## src/rtl/i2c_pkg.sv

```systemverilog
// Shared I2C definitions: default widths/depths and a clog2-style width helper
// used by the TX/RX FIFOs and the controller.
package i2c_pkg;

  localparam int I2C_DATA_WIDTH    = 8;
  localparam int I2C_TX_FIFO_DEPTH = 16;

  // Smallest w with 2**w >= value; returns 0 for value <= 1.
  function automatic int i2c_clog2(input int value);
    int w;
    w = 0;
    for (int i = 0; i < 31; i++) begin
      if ((1 << i) < value) w = i + 1;
    end
    return w;
  endfunction

endpackage

```

## src/rtl/i2c_fifo_mem.sv

```systemverilog
// Register-array storage for the I2C FIFOs: one synchronous write port and one
// asynchronous read port. Contents are not reset.
module i2c_fifo_mem
  import i2c_pkg::*;
#(
  parameter int DATA_WIDTH = I2C_DATA_WIDTH,
  parameter int DEPTH      = I2C_TX_FIFO_DEPTH,
  localparam int ADDR_WIDTH = i2c_clog2(DEPTH)
) (
  input  logic                  clk,
  input  logic                  we,
  input  logic [ADDR_WIDTH-1:0] waddr,
  input  logic [DATA_WIDTH-1:0] wdata,
  input  logic [ADDR_WIDTH-1:0] raddr,
  output logic [DATA_WIDTH-1:0] rdata
);

  logic [DATA_WIDTH-1:0] mem [DEPTH];

  always_ff @(posedge clk) begin
    if (we) mem[waddr] <= wdata;
  end

  assign rdata = mem[raddr];

endmodule

```

## src/rtl/i2c_tx_fifo.sv

```systemverilog
// First-word-fall-through TX FIFO between host registers and the I2C master.
// Define I2C_TX_FIFO_ERR_EN to add the sticky overflow/underflow flags.
module i2c_tx_fifo
  import i2c_pkg::*;
#(
  parameter int DATA_WIDTH = I2C_DATA_WIDTH,
  parameter int DEPTH      = I2C_TX_FIFO_DEPTH,
  localparam int ADDR_WIDTH = i2c_clog2(DEPTH)
) (
  input  logic                  clk,
  input  logic                  reset,
  input  logic                  clear,
  input  logic                  write,
  input  logic [DATA_WIDTH-1:0] data_in,
  output logic                  full,
  input  logic                  read,
  output logic [DATA_WIDTH-1:0] data_out,
  output logic                  empty,
  output logic [ADDR_WIDTH:0]   usedw
`ifdef I2C_TX_FIFO_ERR_EN
  ,
  output logic                  overflow,
  output logic                  underflow
`endif
);

  logic [ADDR_WIDTH-1:0] wr_ptr;
  logic [ADDR_WIDTH-1:0] rd_ptr;
  logic [ADDR_WIDTH:0]   count;
  logic [DATA_WIDTH-1:0] head;
  logic                  read_ok;
  logic                  do_wr;
  logic                  do_rd;

  assign full  = (count == (ADDR_WIDTH+1)'(DEPTH));
  assign empty = (count == '0);
  assign usedw = count;

  // A pop frees a slot in the same cycle, so a full FIFO still takes a write.
  assign read_ok = read & ~empty;
  assign do_rd   = read_ok;
  assign do_wr   = write & (~full | read_ok);

  i2c_fifo_mem #(
    .DATA_WIDTH(DATA_WIDTH),
    .DEPTH     (DEPTH)
  ) u_mem (
    .clk  (clk),
    .we   (do_wr & ~clear & ~reset),
    .waddr(wr_ptr),
    .wdata(data_in),
    .raddr(rd_ptr),
    .rdata(head)
  );

  assign data_out = empty ? '0 : head;

  always_ff @(posedge clk) begin
    if (reset || clear) begin
      wr_ptr <= '0;
      rd_ptr <= '0;
      count  <= '0;
    end else begin
      if (do_wr) wr_ptr <= wr_ptr + ADDR_WIDTH'(1);
      if (do_rd) rd_ptr <= rd_ptr + ADDR_WIDTH'(1);
      case ({do_wr, do_rd})
        2'b10:   count <= count + (ADDR_WIDTH+1)'(1);
        2'b01:   count <= count - (ADDR_WIDTH+1)'(1);
        default: count <= count;
      endcase
    end
  end

`ifdef I2C_TX_FIFO_ERR_EN
  // A read paired with a write on an empty FIFO is not an underflow: the write lands.
  always_ff @(posedge clk) begin
    if (reset) begin
      overflow  <= 1'b0;
      underflow <= 1'b0;
    end else begin
      if (write & full & ~read)  overflow  <= 1'b1;
      if (read & empty & ~write) underflow <= 1'b1;
    end
  end
`endif

endmodule

```

## config.mk

```make
export PLATFORM = sky130hd
export DESIGN_NAME = i2c_tx_fifo
export DESIGN_NICKNAME = d
export VERILOG_FILES = /design/src/rtl/i2c_pkg.sv /design/src/rtl/i2c_fifo_mem.sv /design/src/rtl/i2c_tx_fifo.sv
export SDC_FILE = /design/constraint.sdc
export NUM_CORES = 1
export LEC_CHECK = 0
export BUFFER_PORTS_ARGS = -buffer_cell sky130_fd_sc_hd__buf_2
export CAP_MARGIN = 5
export CORE_MARGIN = 4
export CORE_UTILIZATION = 40
export CTS_BUF_LIST = sky130_fd_sc_hd__clkbuf_4 sky130_fd_sc_hd__clkbuf_8
export DETAILED_ROUTE_END_ITERATION = 7
export GPL_TIMING_DRIVEN = 0
export MAX_ROUTING_LAYER = met4
export PLACE_DENSITY_LB_ADDON = 0.2
export SYNTH_ARGS = -nofsm -noshare
export SYNTH_HDL_FRONTEND = slang
export SYNTH_SLANG_ARGS = --single-unit
export TNS_END_PERCENT = 100
```

## constraint.sdc

```tcl
create_clock -name clk -period 2.3 [get_ports clk]
set_input_delay 0.345 -clock clk [delete_from_list [all_inputs] [get_ports clk]]
set_output_delay 0.345 -clock clk [all_outputs]
set_load 0.02 [all_outputs]
```

==> impl_metrics.toml, run 1 <==
[pwr]
p_switching_uw = 1140
power.leakage_uw = 0.00234
power_density_mw_per_mm2 = 765
seq_power_share_pct = 51.9
comb_power_share_pct = 6.4
swShare_pct = 20.5
peakVddDrop_mv = 0.364
clkPwrFrac_pct = 41.7
internal_power_uw = 4410

[critical_path]
arrival_ps = 2150
cp_max_fo = 6
start_kind = "flip-flop"
r2r_cells = 8
worst_ep_required_time_ps = 1960
crit_path_end_kind = "output pin"
r2r_setup_slack_ps = 10
path_class = "reg2out"

[yosys]
async_flop_share_pct = 0
synthesis.area_mm2 = 0.00598
ys_types = 46
synth_cells = 338
synth_nets = 360
synth_flop_cell = "edfxtp_1"
yosysMostFrequentCell = "edfxtp_1"
avgSynthCellArea_um2 = 17.7
synth-edff-count = 128
yosys.area.top_type = "edfxtp_1"
yosysSeqAreaShare_pct = 70.0
ys_top_cells_by_area = "edfxtp_1, mux4_2, dfxtp_1"
ys_ff_latch = 145
synth_common_cells = "edfxtp_1, nor2_1, mux4_2, a211oi_1, dfxtp_1"
synth_top_area_share_pct = 64.3
synth-warning-count = 0

[global_route]
grt_overflow_total = 0
antenna_found_initial = 0
grt_pass1_vias = 3421
grt_start_max_net_pins = 17
grt_util_all_layers_pct = 16.3
grt_pass1_wl_um = 19600

[worst_hold_path]
holdPathStages = 1
hp-class = "in2reg"

[clock_network]
clk_pin_slew_worst_paths_ps = 80
numCtsBuffers = 17
clock_sinks = 145
tritoncts = "built"
cts_root_buf = "clkbuf_8"
clk_latency_ps = 440
ctsLongestPathBuffers = 2
cts_max_level = 4
cts_hold_buf = 0

[drt]
totalWireLength_um = 12200
met2RoutedLength_um = 6450
vias_per_cell = 5.37
top_layer = "met4"
drt-met1-wl_um = 5320
firstDrtPassIters = 4
ant_nets = 0
drt_iter0_markers = 280
wire_per_inst_um = 20.8
drt_drc_violations_left = 0
vias = 3159
wl_met3_um = 381

[sta]
finalClockSkew_ps = 10.6
fin_crit_sh_pct = 109
maxSlewViolCount = 0
hold_slack_ps = 292
setup_viol = 8
hold_viol = 0
totalNegativeSetupSlack_ps = -1250
period_minus_slack_ps = 2500
setup_ws_ps = -197
worst_slew_pin_slew_ps = 872
rsz0062_at_grt = "true"
relSlewSlack_pct = 41.7
max_freq_ghz = 0.400

[place]
place.gp.congestion = 0.757
numPortBuffers = 26
place_area_mm2 = 0.00637
dp_hpwl_um = 8030

[floorplanning]
dieWidth_um = 130
start_util_pct = 41.0
io-pin-count = 28
row_count = 44
die_h_um = 130
core_mm2 = 0.0146
die_area_mm2 = 0.0170

[flow_run]
cap_violations = 0

[run_status]
status = "complete, but fails checks"
failed_checks = "negative setup slack"

[layout]
fin_area_mm2 = 0.00724
drive_gt1_share_pct = 42.1
area_growth_pct = 21.2
fillCellCount = 1217
nets = 413
antennaDiodeCount = 0
[sequential cells by signal (all words and copies together), names as in the netlist, named ones only]
name       flops
wr_ptr         4
usedw          5
rd_ptr         4
u_mem.mem    128
[placed cells by master, fill, tap and decap left out, types with 3 or more instances in the layout]
master,instances
edfxtp_1,128
mux4_2,32
buf_2,23
clkbuf_8,17
nor2_1,16
nor2_2,16
buf_4,14
dfxtp_1,12
a211oi_2,11
mux2i_1,7
inv_1,6
a211oi_1,6
nor2b_1,6
nand3_1,6
bufinv_16,6
nor2b_4,5
nand2_1,5
ha_1,5
buf_12,4
mux2i_2,4
xor2_1,4
clkinv_1,4
buf_8,3
o21ai_0,3
a21oi_1,3
ha_4,3
dfxtp_2,3
clkinv_2,3
[power by group through the flow]
stage	sequential, µW	combinational (µW)	clock [µW]
floorplan	2940	170	0
detailed placement	2940	279	0
global route	2880	387	2460
CTS	2880	360	2360
global placement	2940	274	0
finish	2880	357	2310
[metrics by stage]
| step | total power [µW] | setup WS, ps | utilization [%] | cells |
|---|---|---|---|---|
| finish | 5540 | -197 | 49.7 | 588 |
| global route | 5730 | -296 | 49.7 | 588 |
| detailed placement | 3220 | -280 | 43.6 | 548 |
| global placement | 3210 | -206 | 43.6 | 548 |
| floorplan | 3110 | -28.9 | - | 338 |
| CTS | 5600 | -252 | 49.4 | 588 |
[worst max-delay path, stage by stage, from the launching register on]
cell and delay [ps]:
dfxtp_2 340, buf_8 140, buf_16 130, mux4_2 490, nor2b_1 140, a211oi_1 190, a211oi_1 90, buf_2 190
[final cells by class]
class                   instances  area, µm²  share of cell area (%)
clock inverters                14        218                    3.01
plain buffers                  16        165                    2.28
clock buffers                  18        241                    3.33
well taps                     184        230                    3.18
multi-input cells             168       1910                    26.4
repair buffers                 36        254                    3.51
inverters                       7       28.8                   0.397
flip-flops and latches        145       4200                    57.9
[layer usage]
| metal | GRT usage [%] | vias to the layer above |
|---|---|---|
| met4 | 5.13 | 0 |
| met1 | 20.8 | 1648 |
| li1 | - | 1451 |
| met3 | 3.72 | 4 |
| met2 | 26.0 | 56 |
| met5 | - | - |
[final timing paths]
kind / startpoint / end
min: data_in[1] / u_mem.mem[14][1]
max: flip-flop / data_out[4]
max reg2reg: usedw[0] / usedw[4]
min reg2reg: rd_ptr[3] / rd_ptr[3]
[cells by family (layout without fill, tap and decap cells)]
kind of cell	Yosys count	in the layout	synth area share, %
buffers and inverters	25	91	2.07
multiplexers	44	44	14.1
adder cells (fa/ha/maj)	9	9	2.01
AO/OA/AOI/OAI	38	38	5.04
flip-flops	145	145	70.0
AND/OR/NAND/NOR	71	71	5.94
XOR/XNOR	6	6	0.879
[what timing repair did]
item,in CTS,in global routing
endpoints found under the setup margin,11,52
cloned,1,0
buffers inserted,8,1
pin swaps,23,8
resized for setup,77,13
No activity file was read; power rests on OpenSTA's default activity.
==> run 2, diff against run 1 <==
--- a/config.mk
+++ b/config.mk
@@ -13,7 +13,7 @@
 export DETAILED_ROUTE_END_ITERATION = 7
 export GPL_TIMING_DRIVEN = 0
 export MAX_ROUTING_LAYER = met4
-export PLACE_DENSITY_LB_ADDON = 0.2
+export PLACE_DENSITY_LB_ADDON = 0.12
 export SYNTH_ARGS = -nofsm -noshare
 export SYNTH_HDL_FRONTEND = slang
 export SYNTH_SLANG_ARGS = --single-unit
==> run 2 against run 1 <==
  * The flow still finishes with violations (negative setup slack)
  * Worst hold slack better by 1.0 ps
  * Global-route usage hardly changed
  * Final area is 0.35% lower
  * Sequential share of layout area is 0.20 points higher
  * First-iteration DRC count is 24% lower
  * Die area stayed put
  * Critical path type unchanged
==> impl_metrics.toml, run 2 (synthesis results as in run 1) <==
[sta]
rsz0062_at_grt = "true"
maxSlewViolCount = 0
relSlewSlack_pct = 40.5
setup_ws_ps = -189
max_freq_ghz = 0.402
fin_crit_sh_pct = 108
period_minus_slack_ps = 2490
hold_viol = 0
finalClockSkew_ps = 9.76
worst_slew_pin_slew_ps = 890
setup_viol = 9

[flow_run]
cap_violations = 0

[clock_network]
clk_latency_ps = 440
numCtsBuffers = 17
tritoncts = "built"
clock_sinks = 145
cts_hold_buf = 0
cts_root_buf = "clkbuf_8"
clk_pin_slew_worst_paths_ps = 70
ctsLongestPathBuffers = 2
cts_max_level = 4

[drt]
drt_iter0_markers = 213
vias = 3210
drt_drc_violations_left = 0
wire_per_inst_um = 20.9
totalWireLength_um = 12400
vias_per_cell = 5.41
ant_nets = 0
firstDrtPassIters = 4

[critical_path]
cp_max_fo = 5
crit_path_end_kind = "output pin"
critPathBufInv = 3
slowest_stage = "mux4_2"
worstPathCellList = "buf_8, buf_12, mux4_2, nor2b_1, a211oi_2, a211oi_2, buf_4"
path_class = "reg2out"
crit_top_cell = "a211oi_2"
path_delay_family = "multiplexers"
start_kind = "flip-flop"
worst_ep_required_time_ps = 1960
arrival_ps = 2140
slowest_delay_ps = 490

[layout]
top_register = "u_mem.mem"
largest_reg_flops = 128
multi_input_area_mm2 = 0.00191
seq_area_mm2 = 0.00420
antennaDiodeCount = 0
final_common_cell = "edfxtp_1"
area_growth_pct = 20.7
drive_gt1_share_pct = 43.0
fillCellCount = 1217
final_cell_mix = "edfxtp_1, mux4_2, buf_2"
fin_area_mm2 = 0.00722
nets = 419

[floorplanning]
die_area_mm2 = 0.0170
die_h_um = 130
start_util_pct = 41.0
io-pin-count = 28
dieWidth_um = 130
row_count = 44
core_mm2 = 0.0146

[global_route]
antenna_found_initial = 0
grt_pass1_vias = 3312
grt_start_max_net_pins = 17
grt_overflow_total = 0
grt_util_all_layers_pct = 16.3
grt_pass1_wl_um = 19200

[place]
numPortBuffers = 26
dp_hpwl_um = 8000
place.gp.congestion = 0.797
pre_cts_slack_ps = -248
place_area_mm2 = 0.00637

[run_status]
failed_checks = "negative setup slack"
status = "complete, but fails checks"

[worst_hold_path]
hp-class = "in2reg"

[pwr]
power_density_mw_per_mm2 = 709
peakVddDrop_mv = 0.319
power.leakage_uw = 0.00234
==> run 2: cell count changes in the layout (fill, tap and decap cells not counted), sizes merged <==
cell	before	now
buf	48	54
bufinv	6	2
clkinvlp	1	0
clkbuf	22	26
==> run 2: cell type report <==
cell class,count,area share [%]
Clock buffer,22,3.76
Multi-Input combinational cell,168,26.4
Inverter,7,0.399
Buffer,16,2.27
Clock inverter,9,1.27
Tap cell,184,3.19
Sequential cell,145,58.1
Timing Repair Buffer,42,4.58
==> run 2: per-layer routing <==
metal	up-vias	global-route usage [%]	share of wire, %	routed length (µm)
li1	1462	-	-	-
met3	12	3.93	3.8	468
met1	1669	21.1	45	5620
met5	-	-	0	0
met4	0	5.68	1.3	167
met2	67	25.2	49	6130
==> run 2: power breakdown <==
part	switching [µW]	internal, µW
combinational	212	149
clock	883	998
sequential	6.94	2870
total	1100	4020
==> run 2: metrics by stage <==
step	util, %	TNS (ps)	power (µW)	cells	hold WS, ps
3_5_place_dp	43.6	-13650	3220	548	499
3_3_place_gp	43.6	-9460	3220	548	494
2_1_floorplan	-	-53.2	3110	338	444
4_1_cts	48.9	-1720	5170	589	263
5_1_grt	49.5	-2240	5330	593	272
6_report	49.5	-1250	5120	593	293
==> run 2: timing repair <==
action                     4_1_cts  5_1_grt
setup endpoints to repair       51       44
gates cloned                     1        1
gates resized for setup         78       12
buffers inserted                10        4
pin swaps                       22       10
==> run 2: path summary, 6_finish.rpt <==
check,from,endpoint,slack (ps),cells past startpoint
worst min register to register,rd_ptr[3],flip-flop,510,2
worst min-delay path,data_in[2],u_mem.mem[6][2],290,1
worst max register to register,usedw[0],usedw[4],0,8
worst max-delay path,flip-flop,data_out[0],-190,7
==> run 3, diff against run 2 <==
--- a/config.mk
+++ b/config.mk
@@ -5,6 +5,7 @@
 export SDC_FILE = /design/constraint.sdc
 export NUM_CORES = 1
 export LEC_CHECK = 0
+export ABC_AREA = 1
 export BUFFER_PORTS_ARGS = -buffer_cell sky130_fd_sc_hd__buf_2
 export CAP_MARGIN = 5
 export CORE_MARGIN = 4
==> run 3 against run 2 <==
  * Clock power shrank 5%
  * Highest routed layer unchanged
  * Die area is 3.0% higher
  * The flow now finishes without violations
  * Clock skew shrank 1.6 ps
  * Final area shrank 0.40%
  * Via count grew 30%
  * Largest cell class unchanged
  * Largest power group unchanged
  * Global-route usage rose by 3.3 points
  * Utilization fell by 2.0 points
  * Combinational power increased by 64%
  * Worst hold slack worse by 63 ps
  * Maximum frequency is 10% higher
  * Count of clock-buffer cells in the layout did not move
==> impl_metrics.toml, run 3 <==
[drt]
wire_per_inst_um = 20.3
firstDrtPassIters = 5
ant_nets = 0
vias = 4189
drt_drc_violations_left = 0
totalWireLength_um = 16200
drt_iter0_markers = 395
vias_per_cell = 5.23

[floorplanning]
core_mm2 = 0.0151
io-pin-count = 28
die_h_um = 132
dieWidth_um = 132
row_count = 45
die_area_mm2 = 0.0175
start_util_pct = 40.7

[global_route]
grt_overflow_total = 0
antenna_found_initial = 0
grt_pass1_wl_um = 24500
grt_pass1_vias = 4011
grt_start_max_net_pins = 17
grt_util_all_layers_pct = 19.6

[layout]
largest_reg_flops = 128
top_register = "u_mem.mem"
final_cell_count_no_fill = 801
final_common_cell = "nand2_1"
seq_area_mm2 = 0.00419
fillCellCount = 1376
drive_gt1_share_pct = 22.0
final_cell_mix = "nand2_1, edfxtp_1, nand3_1"
nets = 623
multi_input_area_mm2 = 0.00189
area_growth_pct = 16.5
antennaDiodeCount = 0

[yosys]
synth_cells = 554
synth_common_cells = "nand2_1, edfxtp_1, nand3_1, nor2_1, dfxtp_1"
synth-edff-count = 128
ys_ff_latch = 145
synth_top_area_share_pct = 62.3
ys_types = 32
async_flop_share_pct = 0
synth_nets = 576
synthesis.area_mm2 = 0.00617
yosys.area.top_type = "edfxtp_1"
yosysSeqAreaShare_pct = 67.8
synth_flop_cell = "edfxtp_1"
synth-warning-count = 0
avgSynthCellArea_um2 = 11.1
yosysMostFrequentCell = "nand2_1"
ys_top_cells_by_area = "edfxtp_1, nand2_1, nand3_1"

[critical_path]
crit_top_cell = "nand2_1"
critPathBufInv = 3
arrival_ps = 1920
path_class = "reg2out"
start_kind = "flip-flop"
path_delay_family = "simple AND/OR/NAND/NOR gates"
slowest_delay_ps = 400
r2r_cells = 6
cp_max_fo = 6
slowest_stage = "dfxtp_4"
cp.depth = 9
worstPathCellList = "buf_12, buf_8, nand2_1, nand3_1, nand3_2, nand2_1, nand2_1, a21oi_2, buf_6"
worst_ep_required_time_ps = 1960
crit_path_end_kind = "output pin"

[sta]
finalClockSkew_ps = 8.18
rsz0062_at_grt = "true"
period_minus_slack_ps = 2260
worst_slew_pin_slew_ps = 893
hold_viol = 0
relSlewSlack_pct = 40.2
setup_viol = 0
maxSlewViolCount = 0
fin_crit_sh_pct = 98.4
max_freq_ghz = 0.442
totalNegativeSetupSlack_ps = 0

[worst_hold_path]
hp-class = "in2reg"
holdPathStages = 3

[clock_network]
cts_hold_buf = 0
cts_setup_buffers = 0
ctsLongestPathBuffers = 2
clk_pin_slew_worst_paths_ps = 70
cts_max_level = 4
cts_root_buf = "clkbuf_8"
numCtsBuffers = 17
tritoncts = "built"
clock_sinks = 145
clk_latency_ps = 450

[pwr]
power_density_mw_per_mm2 = 733
power_uw = 5270
peakVddDrop_mv = 0.288
power.leakage_uw = 0.00272

[place]
place.gp.congestion = 0.925
dp_hpwl_um = 11000
numPortBuffers = 27
place_inst = 769

[run_status]
status = "finished clean"

[flow_run]
cap_violations = 0
[run 3: changes by cell type in the layout (fill, tap and decap cells not counted), moves of 10 or more]
cell      before  now
nand2_1        5  173
nand3_1        6   82
mux4_2        32    0
nand3_2        0   26
a211oi_2      13    0
nor2_1        18   29
nor2_2        14    4
[run 3: timing repair]
| action | in CTS | in global routing |
|---|---|---|
| gates cloned | 1 | 1 |
| resized for setup | 42 | 43 |
| pin swaps | 1 | 6 |
| endpoints found under the setup margin | 8 | 23 |
[run 3: kinds of logic after synthesis]
logic type,share of synthesized area (%)
compound gates,2.29
xor+xnor,0.426
fa+ha+maj,1.95
buf+inv,4.18
flops,67.8
simple gates,23.3
[run 3: path summary, 6_finish.rpt]
check                                from                to  slack (ps)
worst min-delay path                write         wr_ptr[1]         230
worst max-delay path            flip-flop       data_out[2]          40
worst max register to register   usedw[0]  u_mem.mem[10][2]         190
worst min register to register  rd_ptr[2]         rd_ptr[2]         500
[run 3: power breakdown]
part / switching, µW / total, µW / internal [µW]
sequential: 18.9 / 2900 / 2880
combinational: 396 / 590 / 193
clock: 898 / 1780 / 885
total: 1310 / 5270 / 3960
[run 3: cell type report]
cell class                      count  share of cell area [%]
Sequential cell                   145                    58.2
Multi-Input combinational cell    364                    26.3
Clock buffer                       22                    3.78
Buffer                             24                    3.45
Tap cell                          188                    3.27
Timing Repair Buffer               29                    2.77
Inverter                           20                    1.31
Clock inverter                      9                   0.940
[run 3: routing by layer]
metal / wire (µm) / vias up / share of wire [%] / GRT usage, %
met3: 669 / 23 / 4.1 / 3.78
met2: 7630 / 106 / 47 / 29.6
met1: 7640 / 2054 / 47 / 26.9
met5: 0 / - / 0 / -
li1: - / 2006 / - / -
met4: 282 / 0 / 1.7 / 6.35
[run 3: stage by stage]
| step | hold WS, ps | instance area [µm²] | utilization (%) | setup slack [ps] |
|---|---|---|---|---|
| final | 230 | 7190 | 47.5 | 36.9 |
| after global routing | 229 | 7190 | 47.5 | -53.2 |
| after CTS | 214 | 7010 | 46.3 | -14.1 |
| after detailed placement | 491 | 6540 | 43.2 | -128 |
| after global placement | 480 | 6540 | 43.2 | -100 |
| after floorplan | 444 | 6170 | - | 377 |
[run 3: worst reg2reg max path: stages (launching register included)]
cell,delay [ps]
dfxtp_1,460
nor2_4,90
nand3_2,120
nor2_2,60
nor2_4,150
nand2_1,230
nor2_1,630
